===== src/rtl/exc_vector_fetch.sv =====
// Exception-vector sequencer: fetches the handler byte for a cause and writes PC/EPC.
// Optional cause register output is enabled by defining EXC_CAUSE_REG_EN.
module exc_vector_fetch #(
  parameter int unsigned MEM_LAT    = 1,
  parameter int unsigned EPC_OFFSET = 4
) (
  input  logic        clk,
  input  logic        reset,
  input  logic        exc_req,
  input  logic [1:0]  exc_cause,
  input  logic [31:0] pc_in,
  input  logic [31:0] mem_data_in,
  output logic [2:0]  mem_read_ctrl,
  output logic        mem_wr,
  output logic [31:0] pc_out,
  output logic        pc_wr,
  output logic [31:0] epc_out,
  output logic        epc_wr,
  output logic        busy,
  output logic        done
`ifdef EXC_CAUSE_REG_EN
  ,
  output logic [31:0] cause_out,
  output logic        cause_wr
`endif
);

  typedef enum logic [1:0] {
    IDLE,
    ADDR,
    LOAD,
    DONE
  } state_t;

  localparam logic [2:0]  LAT = 3'(MEM_LAT);
  localparam logic [31:0] OFS = 32'(EPC_OFFSET);

  state_t      state_q, state_d;
  logic [2:0]  cnt_q, cnt_d;
  logic [1:0]  cause_q, cause_d;
  logic [2:0]  mrc_d;
  logic [31:0] pc_out_d, epc_out_d;
  logic        pc_wr_d, epc_wr_d, busy_d, done_d;

  // Only the low byte of memory data is a vector.
  logic data_unused;
  assign data_unused = ^mem_data_in[31:8];

  assign mem_wr = 1'b0;

`ifdef EXC_CAUSE_REG_EN
  logic [31:0] cause_out_d;
`endif

  always_comb begin
    state_d   = state_q;
    cnt_d     = cnt_q;
    cause_d   = cause_q;
    mrc_d     = mem_read_ctrl;
    pc_out_d  = pc_out;
    epc_out_d = epc_out;
    pc_wr_d   = 1'b0;
    epc_wr_d  = 1'b0;
    busy_d    = busy;
    done_d    = 1'b0;
`ifdef EXC_CAUSE_REG_EN
    cause_out_d = cause_out;
`endif
    unique case (state_q)
      IDLE: begin
        busy_d = 1'b0;
        mrc_d  = 3'b000;
        if (exc_req && exc_cause != 2'b00) begin
          state_d   = ADDR;
          cnt_d     = LAT;
          cause_d   = exc_cause;
          mrc_d     = {1'b0, exc_cause};
          epc_wr_d  = 1'b1;
          epc_out_d = pc_in - OFS;
          busy_d    = 1'b1;
`ifdef EXC_CAUSE_REG_EN
          cause_out_d = {30'b0, exc_cause} - 32'd1;
`endif
        end
      end
      ADDR: begin
        mrc_d = {1'b0, cause_q};
        if (cnt_q <= 3'd1) begin
          // Read data is valid on the edge that enters LOAD.
          state_d  = LOAD;
          cnt_d    = 3'd0;
          pc_wr_d  = 1'b1;
          pc_out_d = {24'b0, mem_data_in[7:0]};
        end else begin
          cnt_d = cnt_q - 3'd1;
        end
      end
      LOAD: begin
        state_d = DONE;
        mrc_d   = 3'b000;
        done_d  = 1'b1;
      end
      DONE: begin
        state_d = IDLE;
        busy_d  = 1'b0;
      end
      default: state_d = IDLE;
    endcase
  end

  always_ff @(posedge clk) begin
    if (reset) begin
      state_q       <= IDLE;
      cnt_q         <= 3'd0;
      cause_q       <= 2'b00;
      mem_read_ctrl <= 3'b000;
      pc_out        <= 32'd0;
      epc_out       <= 32'd0;
      pc_wr         <= 1'b0;
      epc_wr        <= 1'b0;
      busy          <= 1'b0;
      done          <= 1'b0;
`ifdef EXC_CAUSE_REG_EN
      cause_out     <= 32'd0;
      cause_wr      <= 1'b0;
`endif
    end else begin
      state_q       <= state_d;
      cnt_q         <= cnt_d;
      cause_q       <= cause_d;
      mem_read_ctrl <= mrc_d;
      pc_out        <= pc_out_d;
      epc_out       <= epc_out_d;
      pc_wr         <= pc_wr_d;
      epc_wr        <= epc_wr_d;
      busy          <= busy_d;
      done          <= done_d;
`ifdef EXC_CAUSE_REG_EN
      cause_out     <= cause_out_d;
      cause_wr      <= epc_wr_d;
`endif
    end
  end

endmodule


===== config.mk =====
export PLATFORM = sky130hd
export DESIGN_NAME = exc_vector_fetch
export DESIGN_NICKNAME = d
export VERILOG_FILES = /design/src/rtl/exc_vector_fetch.sv
export SDC_FILE = /design/constraint.sdc
export NUM_CORES = 1
export LEC_CHECK = 0
export ABC_AREA = 0
export CAP_MARGIN = 20
export CORE_ASPECT_RATIO = 1.4
export CORE_MARGIN = 3
export CORE_UTILIZATION = 35
export DETAILED_ROUTE_END_ITERATION = 6
export DONT_BUFFER_PORTS = 1
export PLACE_DENSITY_LB_ADDON = 0.3
export SLEW_MARGIN = 40
export SYNTH_ARGS = -nofsm -noshare
export SYNTH_HDL_FRONTEND = slang
export SYNTH_SLANG_ARGS = --single-unit

===== constraint.sdc =====
create_clock -name clk -period 5.2 [get_ports clk]
set_input_delay 1.56 -clock clk [delete_from_list [all_inputs] [get_ports clk]]
set_output_delay 1.56 -clock clk [all_outputs]
set_load 0.02 [all_outputs]

Word-level counts from Yosys, hierarchy flattened:

Index checks and enable logic that the tools add are counted.

* bits in registers: 54
* bits of input ports: 69
* output and inout bits: 72

* $add $sub $neg: 2
* $lt $le $gt $ge: 1
* equal/unequal tests: 5
* multiplexer cells: 12
* bitwise gates (word level): 2
* reduce and logical (&&, ||, !) cells: 12

Operator list (number)
* 32-bit by 3-bit subtractor with 32-bit output, second input constant: 1
* 3-bit one-hot mux with 3 select lines: 1
* 2-bit one-hot mux with 4 select lines: 1
* 2-bit AND reduction: 4
* 2-bit two-way mux: 3
* 3-bit two-way mux: 2
* 3-bit one-hot mux with 2 select lines: 1
* 2-bit nonzero test: 3
* 2-bit == test, second input constant: 2
* 2-bit != test, second input constant: 2
* 2-bit OR reduction: 2
* 3-bit by 1-bit less-or-equal comparator with 1-bit output, second input constant: 1
* 1-bit two-way mux: 3
* 3-bit nonzero test: 1
* 3-bit by 1-bit subtractor with 3-bit output, second input constant: 1
* 2-bit by 1-bit == test with 1-bit output, second input constant: 1
* 2-bit zero test: 1
* 1-bit NOT: 2
* 1-bit one-hot mux with 2 select lines: 1
* 1-bit logical AND: 1

Longest topological paths before layout:

Gate-level depths: netlist of run 1.

* depth in word-level cells: 4
* gate-level depth with buffers: 8
* depth with buffers taken out: 6

Worst setup path before layout of run 1:

No wires, ideal clock.

* path type: input to register
* from: in pc_in[7]
* to: reg epc_out[23]
* library setup time: 0.091 ns
* arrival: 2.960 ns
* data required time: 5.109 ns
* setup slack: 2.149 ns
* stages on the path: 5
* cells stage by stage: nor4_2 > buf_4 > nand4_1 > or4_1 > a311oi_1

* longest elaborated chain between the ends: 1

RTL lines
* start: declaration: RTL line 11 `input logic [31:0] pc_in,`
* 32-bit by 3-bit subtractor with 32-bit output: RTL line 79 `epc_out_d = pc_in - OFS;`
* end signal: assignment: RTL line 133 `epc_out <= epc_out_d;`
* end: declaration: RTL line 17 `output logic [31:0] epc_out,`

No other way between the ends.
A chain may end at the register's enable or synchronous reset.

Worst setup path after layout of run 1:

* from: in pc_in[11]
* to: reg epc_out[30]

The elaborated chain is that of the path after synthesis.

==> out/qor.csv, run 1 <==
stage;metric;value;unit
worst_setup_path;slowest cell delay on critical path;0.65;ns
pwr;Net Sw Power;0.570;mW
sta;fin crit share;62.1;%
cts;Root Driver;clkbuf_8;
floorplanning;# rows;37;
placed_design;GP Congestion;0.753;
floorplanning;die width;81.5;um
sta;worst-margin pin slew;0.689;ns
worst_hold_path;worst hold path type;reg2reg;
pwr;Comb pwr share;28.8;%
run_status;status;finished, final reports clean;
pwr;Lkg Pwr;1.01;nW
cts;CTS tree;done;
global_routing;global-route wire length before repair;10.5;mm
sta;RSZ-0062 raised after global routing;false;
cells_and_area;Layout fillers;797;
global_routing;GRT overflow;0;
cts;Clock Sinks;53;
global_routing;GR peak layer;met2;
cts;Post-CTS Hold Buffers;0;
routing;routed via count;2214;
cts;H-tree depth;2;
cells_and_area;post-layout utilization of the core;38.0;%
logic_synthesis;register area share after synthesis;38.0;%
global_routing;met1 usage;16.1;%
pwr;Internal Pwr Total;0.836;mW
cts;post-CTS sizing;0;
routing;DRT Pass-1 Iters;4;
cts;CTS Buf Count;5;
worst_setup_path;path depth of the worst reg2reg path;6;
routing;routed length per instance;16.3;um
worst_setup_path;CP arrival;3.45;ns
routing;Vias/cell;5.36;
routing;Post-Route WL;6.72;mm
placed_design;estimated wirelength of the detail-placed design;5.02;mm
logic_synthesis;Synth Register Bits;53;
cts;Setup Fix Bufs, Post-CTS;0;
worst_setup_path;Setup crit end kind;flip-flop;
pwr;power per cell area;490;nW/um2
floorplanning;starting density of the core;37.0;%
routing;1st-iter DRT viols;94;
floorplanning;core footprint;7550;um2
routing;ANT nets after route;0;
worst_setup_path;Crit Path Max Fanout;15;
placed_design;port bufs;0;
logic_synthesis;async set-or-reset flop fraction in the synthesized netlist;0;%
logic_synthesis;Netlist Area Pre-Place;2790;um2
global_routing;largest net degree at the start of global routing;56;
sta;Fin Clk Skew;0.00684;ns
cts;Clock Tree Buf Depth;2;
pwr;maximum VDD drop;186;uV
cts;Clock Latency Late Sink;0.30;ns
worst_setup_path;Req. time, crit path;5.42;ns
placed_design;post-placement cell count;405;
pwr;part of the power in registers;50.3;%
global_routing;antenna violations before repair;0;
sta;# setup viols final;0;
global_routing;met3 Use GR;6.07;%
pwr;clock power share;20.9;%
worst_setup_path;slowest CP cell;or4_1;
worst_hold_path;hold path cells;2;
routing;drt drc;0;
global_routing;vias in the first global route;2037;
pwr;switch share;40.5;%
cells_and_area;antenna cell count;0;
logic_synthesis;Synth Flop Type;dfxtp_1;
floorplanning;Die ar.;9110;um2
floorplanning;I/O pin count;141;
worst_setup_path;flop2flop setup slack;2.91;ns
floorplanning;Die Span Y;112;um
cells_and_area;fraction of layout cells with a size suffix above 1;5.38;%
worst_setup_path;CP cell instances;nor4_4, nand3_1, or4_1, a311oi_1;
sta;Fmax;0.310;GHz
sta;final hold vios;0;
worst_setup_path;Worst setup SP type;primary input;
logic_synthesis;Post-synth EDFFs;0;
cells_and_area;Layout area overhead;2.64;%
sta;crit path time final;3.23;ns
global_routing;met2 Use GR;25.4;%
sta;fin. max-slew vios;0;
cells_and_area;NumNets Final;393;
cts;Worst-path clk slew;0.10;ns
pwr;Final Power;1.41;mW
sta;Fin Setup TNS;0;ns
logic_synthesis;Synth cell types;42;
worst_setup_path;Crit Path Class;in2reg;
global_routing;GRT Overall Usage;14.7;%
flow_run;Max-Cap Viols;0;
logic_synthesis;Ys Warns;0;
cells_and_area;Non-Filler Instances;413;
logic_synthesis;Post-Syn Instances;326;
sta;slew margin rel.;54.1;%
logic_synthesis;Mean Syn Cell Area;8.57;um2
worst paths after layout:
check / startpoint / end
hold / removal: cause_q[0] / cause_q[0]
hold reg to reg: cause_q[0] / cause_q[0]
setup / recovery: pc_in[11] / epc_out[30]
setup reg to reg: state_q[0] / epc_out[24]
Yosys cell counts, drive strengths merged, types with 9 or more instances:
master  instances  area share (%)
or4            10             2.7
nor2           48             6.5
buf            31             7.9
o31ai          11             3.0
nand2          15             2.0
a21oi          16             2.9
clkbuf         14             1.9
a311oi         17             5.3
dfxtp          53              38
o21ai           9             1.6
a211oi         13             3.5
ha              9             4.0
nand3          11             2.1
xor2            9             2.8
worst max-delay path, delay by kind of cell:
family / cells / cell delay (ns)
AOI/OAI and AO/OA: 1 / 0.24
and+or+nand+nor: 3 / 1.64
routing by layer:
metal / wire length (um) / part of all wire, %
met1: 2480 / 37
met2: 3430 / 51
met3: 686 / 10
met4: 115 / 1.7
met5: 0 / 0
layout by cell type, fill, tap and decap left out, types with 2 or more instances in the layout:
cell / netlist / final
nand3b_1: 3 / 3
ha_1: 9 / 9
nand4b_1: 2 / 2
a211oi_1: 13 / 13
nand2_1: 15 / 15
a21o_1: 2 / 2
buf_4: 27 / 2
nor3_1: 3 / 3
a311oi_1: 17 / 17
inv_1: 8 / 8
or2_2: 2 / 2
mux2i_1: 8 / 8
or4_1: 10 / 10
o21ai_0: 9 / 9
o41ai_1: 2 / 2
nand4_1: 4 / 4
nor2_1: 47 / 47
conb_1: 1 / 26
a21oi_1: 16 / 16
o31ai_1: 11 / 11
nand3_1: 10 / 10
xor2_1: 9 / 9
nor3b_1: 2 / 2
o21a_1: 2 / 2
nor4_1: 2 / 2
nor4_2: 2 / 2
or3_1: 8 / 8
dfxtp_1: 53 / 53
clkbuf_8: 0 / 6
power groups by stage:
stage	registers (mW)	clock network (mW)	logic (mW)
2_1_floorplan	0.691	0	0.369
3_3_place_gp	0.718	0	0.397
3_5_place_dp	0.721	0	0.409
4_1_cts	0.712	0.302	0.409
5_1_grt	0.726	0.323	0.465
6_report	0.707	0.294	0.406
registers in the layout (all words and copies together) (netlist names):
name           cells
epc_out           32
pc_out             8
cnt_q              3
cause_q            2
mem_read_ctrl      2
state_q            2
busy               1
done               1
epc_wr             1
pc_wr              1
metrics by stage:
stage	hold slack (ns)	area (um2)	setup WS (ns)
floorplan	0.437	2890	2.15
global placement	0.440	2750	1.60
detailed placement	0.441	2750	1.57
CTS	0.457	2870	1.89
global route	0.494	2870	1.78
finish	0.455	2870	1.97
cell type report:
cell class	count	area, um2	share of cell area [%]
clock buffer	7	86.3	3.01
clock inverter	1	30.0	1.05
inverter	8	30.0	1.05
multi-input combinational	245	1520	53.1
sequential	53	1060	37.0
tap	97	121	4.23
timing repair buffer	2	15.0	0.524
kinds of logic after synthesis:
family / synth area share [%]
AO/OA/AOI/OAI: 18.9
XOR/XNOR: 3.14
adder cells (fa/ha/maj): 4.03
buffers and inverters: 10.8
flip-flops: 38.0
multiplexers: 2.87
other: 0.134
AND/OR/NAND/NOR: 22.2
(Power assumes the default switching activity.)
==> inputs of run 2 (changes only) <==
==> constraint.sdc (replaced) <==
create_clock -name clk -period 3.4 [get_ports clk]
set_input_delay 1.02 -clock clk [delete_from_list [all_inputs] [get_ports clk]]
set_output_delay 1.02 -clock clk [all_outputs]
set_load 0.02 [all_outputs]
==> out/qor.csv, run 2 (same netlist as run 1, synthesis figures left out) <==
stage;metric;value;unit
floorplanning;die width;81.5;um
placed_design;estimated wirelength of the detail-placed design;5.01;mm
routing;ANT nets after route;0;
placed_design;post-placement cell count;408;
pwr;power per cell area;714;nW/um2
global_routing;vias in the first global route;2057;
placed_design;Post-DP Area;2770;um2
placed_design;port bufs;0;
sta;fin. max-slew vios;0;
sta;final hold vios;0;
sta;RSZ-0062 raised after global routing;false;
sta;fin crit share;69.7;%
cts;Clock Tree Buf Depth;2;
routing;routed via count;2226;
floorplanning;# rows;37;
sta;crit path time final;2.37;ns
cells_and_area;most common cell after layout, fill and taps aside;dfxtp_1;
global_routing;global-route wire length before repair;10.5;mm
sta;Fmax;0.422;GHz
cts;Root Driver;clkbuf_8;
worst_hold_path;worst hold path type;reg2reg;
floorplanning;I/O pin count;141;
cells_and_area;Non-Filler Instances;414;
cts;CTS Buf Count;5;
worst_setup_path;Req. time, crit path;3.61;ns
pwr;Lkg Pwr;1.00;nW
floorplanning;Die Span Y;112;um
worst_setup_path;path depth of the worst reg2reg path;6;
cells_and_area;fin area;2850;um2
cells_and_area;commonest cells after routing, fill and taps aside;dfxtp_1 (53), nor2_1 (47), conb_1 (26);
cells_and_area;biggest regs;epc_out: 32 flops, pc_out: 8 flops, cnt_q: 3 flops;
worst_setup_path;Crit Path Max Fanout;14;
worst_setup_path;Worst setup SP type;primary input;
global_routing;antenna violations before repair;0;
routing;DRT Pass-1 Iters;4;
worst_hold_path;hold path cells;2;
cts;Setup Fix Bufs, Post-CTS;0;
routing;routed length per instance;16.2;um
sta;worst-margin pin slew;0.606;ns
cells_and_area;Most flops, register;epc_out;
cells_and_area;NumNets Final;396;
cts;post-CTS sizing;0;
routing;Post-Route WL;6.72;mm
floorplanning;Die ar.;9110;um2
cts;Clock Latency Late Sink;0.30;ns
cts;Worst-path clk slew;0.09;ns
sta;# setup viols final;0;
worst_setup_path;CP arrival;2.59;ns
cells_and_area;Layout area overhead;1.93;%
global_routing;GRT overflow;0;
routing;Vias/cell;5.38;
sta;Fin Clk Skew;0.00794;ns
routing;drt drc;0;
worst_setup_path;Setup crit end kind;flip-flop;
floorplanning;starting density of the core;37.0;%
run_status;status;finished, final reports clean;
global_routing;largest net degree at the start of global routing;60;
sta;Fin Setup TNS;0;ns
flow_run;Max-Cap Viols;0;
global_routing;GRT Overall Usage;14.6;%
placed_design;worst slack at placement;0.710;ns
cells_and_area;Largest register FFs;32;
cts;H-tree depth;2;
cells_and_area;fraction of layout cells with a size suffix above 1;5.99;%
cts;Post-CTS Hold Buffers;0;
floorplanning;core footprint;7550;um2
pwr;maximum VDD drop;250;uV
worst_setup_path;Crit Path Class;in2reg;
placed_design;GP Congestion;0.759;
cells_and_area;antenna cell count;0;
cts;Clock Sinks;53;
cells_and_area;post-layout utilization of the core;37.7;%
sta;slew margin rel.;59.4;%
cts;CTS tree;done;
routing;1st-iter DRT viols;55;
sta;final worst setup slack;1.03;ns
## run 2: changes by cell type in the layout (fill, tap and decap cells not counted), sizes merged
cell	before	now
clkbuf	7	5
buf	2	5
clkinv	0	1
bufinv	1	0
## run 2: worst max-delay path, stage by stage
cell and delay (ns):
nor4_2 0.23, buf_4 0.21, nand3_1 0.12, buf_4 0.22, or4_1 0.52, a311oi_1 0.25
## run 2: worst paths after layout
kind         startpoint           to  slack (ns)
max            pc_in[7]  epc_out[30]        1.03
min          cause_q[0]   cause_q[0]        0.46
max reg2reg  state_q[1]     cnt_q[2]        1.34
min reg2reg  cause_q[0]   cause_q[0]        0.46
## run 2: layout make-up
| cell class | instances | area [um2] |
|---|---|---|
| Fill cell | 808 | 4700 |
| Multi-Input combinational cell | 245 | 1520 |
| Sequential cell | 53 | 1060 |
| Tap cell | 97 | 121 |
| Clock buffer | 5 | 68.8 |
| Timing Repair Buffer | 5 | 37.5 |
| Inverter | 8 | 30.0 |
| Clock inverter | 1 | 5.00 |
## run 2: power by group
group / total (mW) / switching [mW] / internal (mW)
registers: 1.08 / 0.295 / 0.788
clock network: 0.332 / 0.196 / 0.136
logic: 0.619 / 0.368 / 0.251
## run 2: layer usage
metal	track usage, %	wire length, um	vias up
met2	26.5	3410	86
li1	-	-	1115
met5	0	0	-
met1	14.8	2460	1016
met3	5.91	720	9
met4	4.51	125	0
## run 2: per-stage QoR
step                power [mW]  hold slack (ns)
floorplan                 1.62            0.437
global placement          1.71            0.441
detailed placement        1.73            0.446
CTS                       2.07            0.460
global route              2.20            0.488
finish                    2.03            0.456
==> inputs of run 3 (changes only) <==
==> constraint.sdc (replaced) <==
create_clock -name clk -period 2.2 [get_ports clk]
set_input_delay 0.66 -clock clk [delete_from_list [all_inputs] [get_ports clk]]
set_output_delay 0.66 -clock clk [all_outputs]
set_load 0.02 [all_outputs]
==> out/qor.csv, run 3 (same netlist as run 1, synthesis figures left out) <==
stage;metric;value;unit
run_status;status;finished, final reports clean;
routing;DRT Pass-1 Iters;4;
worst_setup_path;CP delay by family, top;simple AND/OR/NAND/NOR gates;
cts;Clock Sinks;53;
cts;Post-CTS Hold Buffers;0;
sta;WHS;0.411;ns
floorplanning;Die Span Y;112;um
cells_and_area;post-layout utilization of the core;40.2;%
cells_and_area;most common cell after layout, fill and taps aside;dfxtp_1;
worst_setup_path;Crit Path Max Fanout;12;
worst_hold_path;min-delay src;reset;
worst_hold_path;hold path cells;1;
global_routing;antenna violations before repair;0;
worst_setup_path;CP bufs+invs;1;
placed_design;port bufs;0;
worst_setup_path;Setup crit end kind;flip-flop;
floorplanning;starting density of the core;37.0;%
cells_and_area;Layout area overhead;8.46;%
worst_setup_path;slowest cell delay on critical path;0.47;ns
sta;Fin Clk Skew;0.0158;ns
worst_setup_path;flop2flop setup slack;0.34;ns
routing;drt drc;0;
routing;routed via count;2274;
cts;Setup Fix Bufs, Post-CTS;0;
sta;Fmax;0.522;GHz
global_routing;vias in the first global route;2074;
worst_hold_path;worst hold path type;in2reg;
cts;Worst-path clk slew;0.10;ns
worst_setup_path;Req. time, crit path;2.42;ns
cts;post-CTS sizing;0;
pwr;Lkg Pwr;1.10;nW
sta;fin crit share;87.0;%
sta;RSZ-0062 raised after global routing;false;
worst_setup_path;Worst setup SP type;primary input;
floorplanning;core footprint;7550;um2
sta;slew margin rel.;64.0;%
sta;crit path time final;1.91;ns
cells_and_area;fraction of layout cells with a size suffix above 1;11.0;%
pwr;power per cell area;1120;nW/um2
worst_setup_path;Crit Path Class;in2reg;
global_routing;global-route wire length before repair;10.6;mm
sta;worst-margin pin slew;0.538;ns
cells_and_area;NumNets Final;413;
worst_setup_path;CP arrival;2.14;ns
floorplanning;Die ar.;9110;um2
pwr;Final Power;3.38;mW
cells_and_area;Largest register FFs;32;
worst_setup_path;RR Startpoint;state_q[0];
worst_setup_path;CP cell instances;nor4_2, nand4_1, buf_4, or4_1, a311oi_1;
cts;Clock Tree Buf Depth;2;
cells_and_area;Most flops, register;epc_out;
worst_hold_path;Hold EP;epc_out[26];
placed_design;estimated wirelength of the detail-placed design;5.18;mm
global_routing;GRT overflow;0;
worst_setup_path;slowest CP cell;or4_1;
worst_setup_path;WP depth;5;
placed_design;GP Congestion;0.823;
cts;Root Driver;clkbuf_8;
cts;CTS tree;done;
cts;Clock Latency Late Sink;0.31;ns
cells_and_area;commonest cells after routing, fill and taps aside;dfxtp_1 (53), nor2_1 (47), conb_1 (26);
sta;fin. max-slew vios;0;
routing;Post-Route WL;6.86;mm
routing;1st-iter DRT viols;38;
global_routing;GRT Overall Usage;14.9;%
flow_run;Max-Cap Viols;0;
cts;CTS Buf Count;5;
sta;final hold vios;0;
global_routing;largest net degree at the start of global routing;60;
floorplanning;# rows;37;
cts;H-tree depth;2;
worst_setup_path;reg2reg end;cnt_q[2];
pwr;maximum VDD drop;460;uV
floorplanning;I/O pin count;141;
worst_setup_path;path depth of the worst reg2reg path;6;
routing;routed length per instance;15.8;um
routing;Vias/cell;5.25;
cells_and_area;Layout fillers;774;
floorplanning;die width;81.5;um
cells_and_area;antenna cell count;0;
worst_setup_path;Setup crit start;pc_in[19];
routing;ANT nets after route;0;
cells_and_area;biggest regs;epc_out: 32 flops, pc_out: 8 flops, cnt_q: 3 flops;
sta;# setup viols final;0;
## run 3: cell types whose count changed in the layout (fill, tap and decap cells not counted)
cell       before  now
buf_12          0    1
buf_4           5   21
bufinv_16       0    1
clkbuf_1        0    1
clkbuf_8        5    6
clkinv_2        1    0
## run 3: worst max-delay path by stage
stage                  end  slack (ns)
2_1_floorplan  epc_out[23]        0.05
3_3_place_gp   epc_out[30]       -0.05
3_5_place_dp   epc_out[29]       -0.06
4_1_cts        epc_out[29]        0.28
5_1_grt        epc_out[24]        0.16
6_report       epc_out[29]        0.29
## run 3: final cells by class
type	count	area [um2]	share of cell area, %
clock buffers	7	86.3	2.85
clock inverters	1	30.0	0.991
inverters	8	30.0	0.991
multi-input cells	245	1520	50.3
flip-flops and latches	53	1060	35.0
well taps	97	121	4.00
repair buffers	22	178	5.86
## run 3: layer usage
layer	global-route usage, %	part of all wire, %	vias up
li1	-	-	1154
met1	16.1	37	1036
met2	26.0	51	76
met3	5.58	10	8
met4	4.96	1.5	0
met5	0	0	-
## run 3: report_power, final
group	internal (mW)	switching (mW)	leakage, nW
logic	0.430	0.580	0.608
registers	1.22	0.454	0.436
clock network	0.372	0.326	0.0585
total	2.02	1.36	1.10
## run 3: per-stage QoR
step | cells | area [um2] | setup slack (ns) | TNS (ns)
CTS | 433 | 3030 | 0.275 | 0
global route | 433 | 3030 | 0.158 | 0
floorplan | 351 | 2890 | 0.0487 | 0
finish | 433 | 3030 | 0.285 | 0
detailed placement | 425 | 2910 | -0.0616 | -0.191
global placement | 425 | 2910 | -0.0523 | -0.145
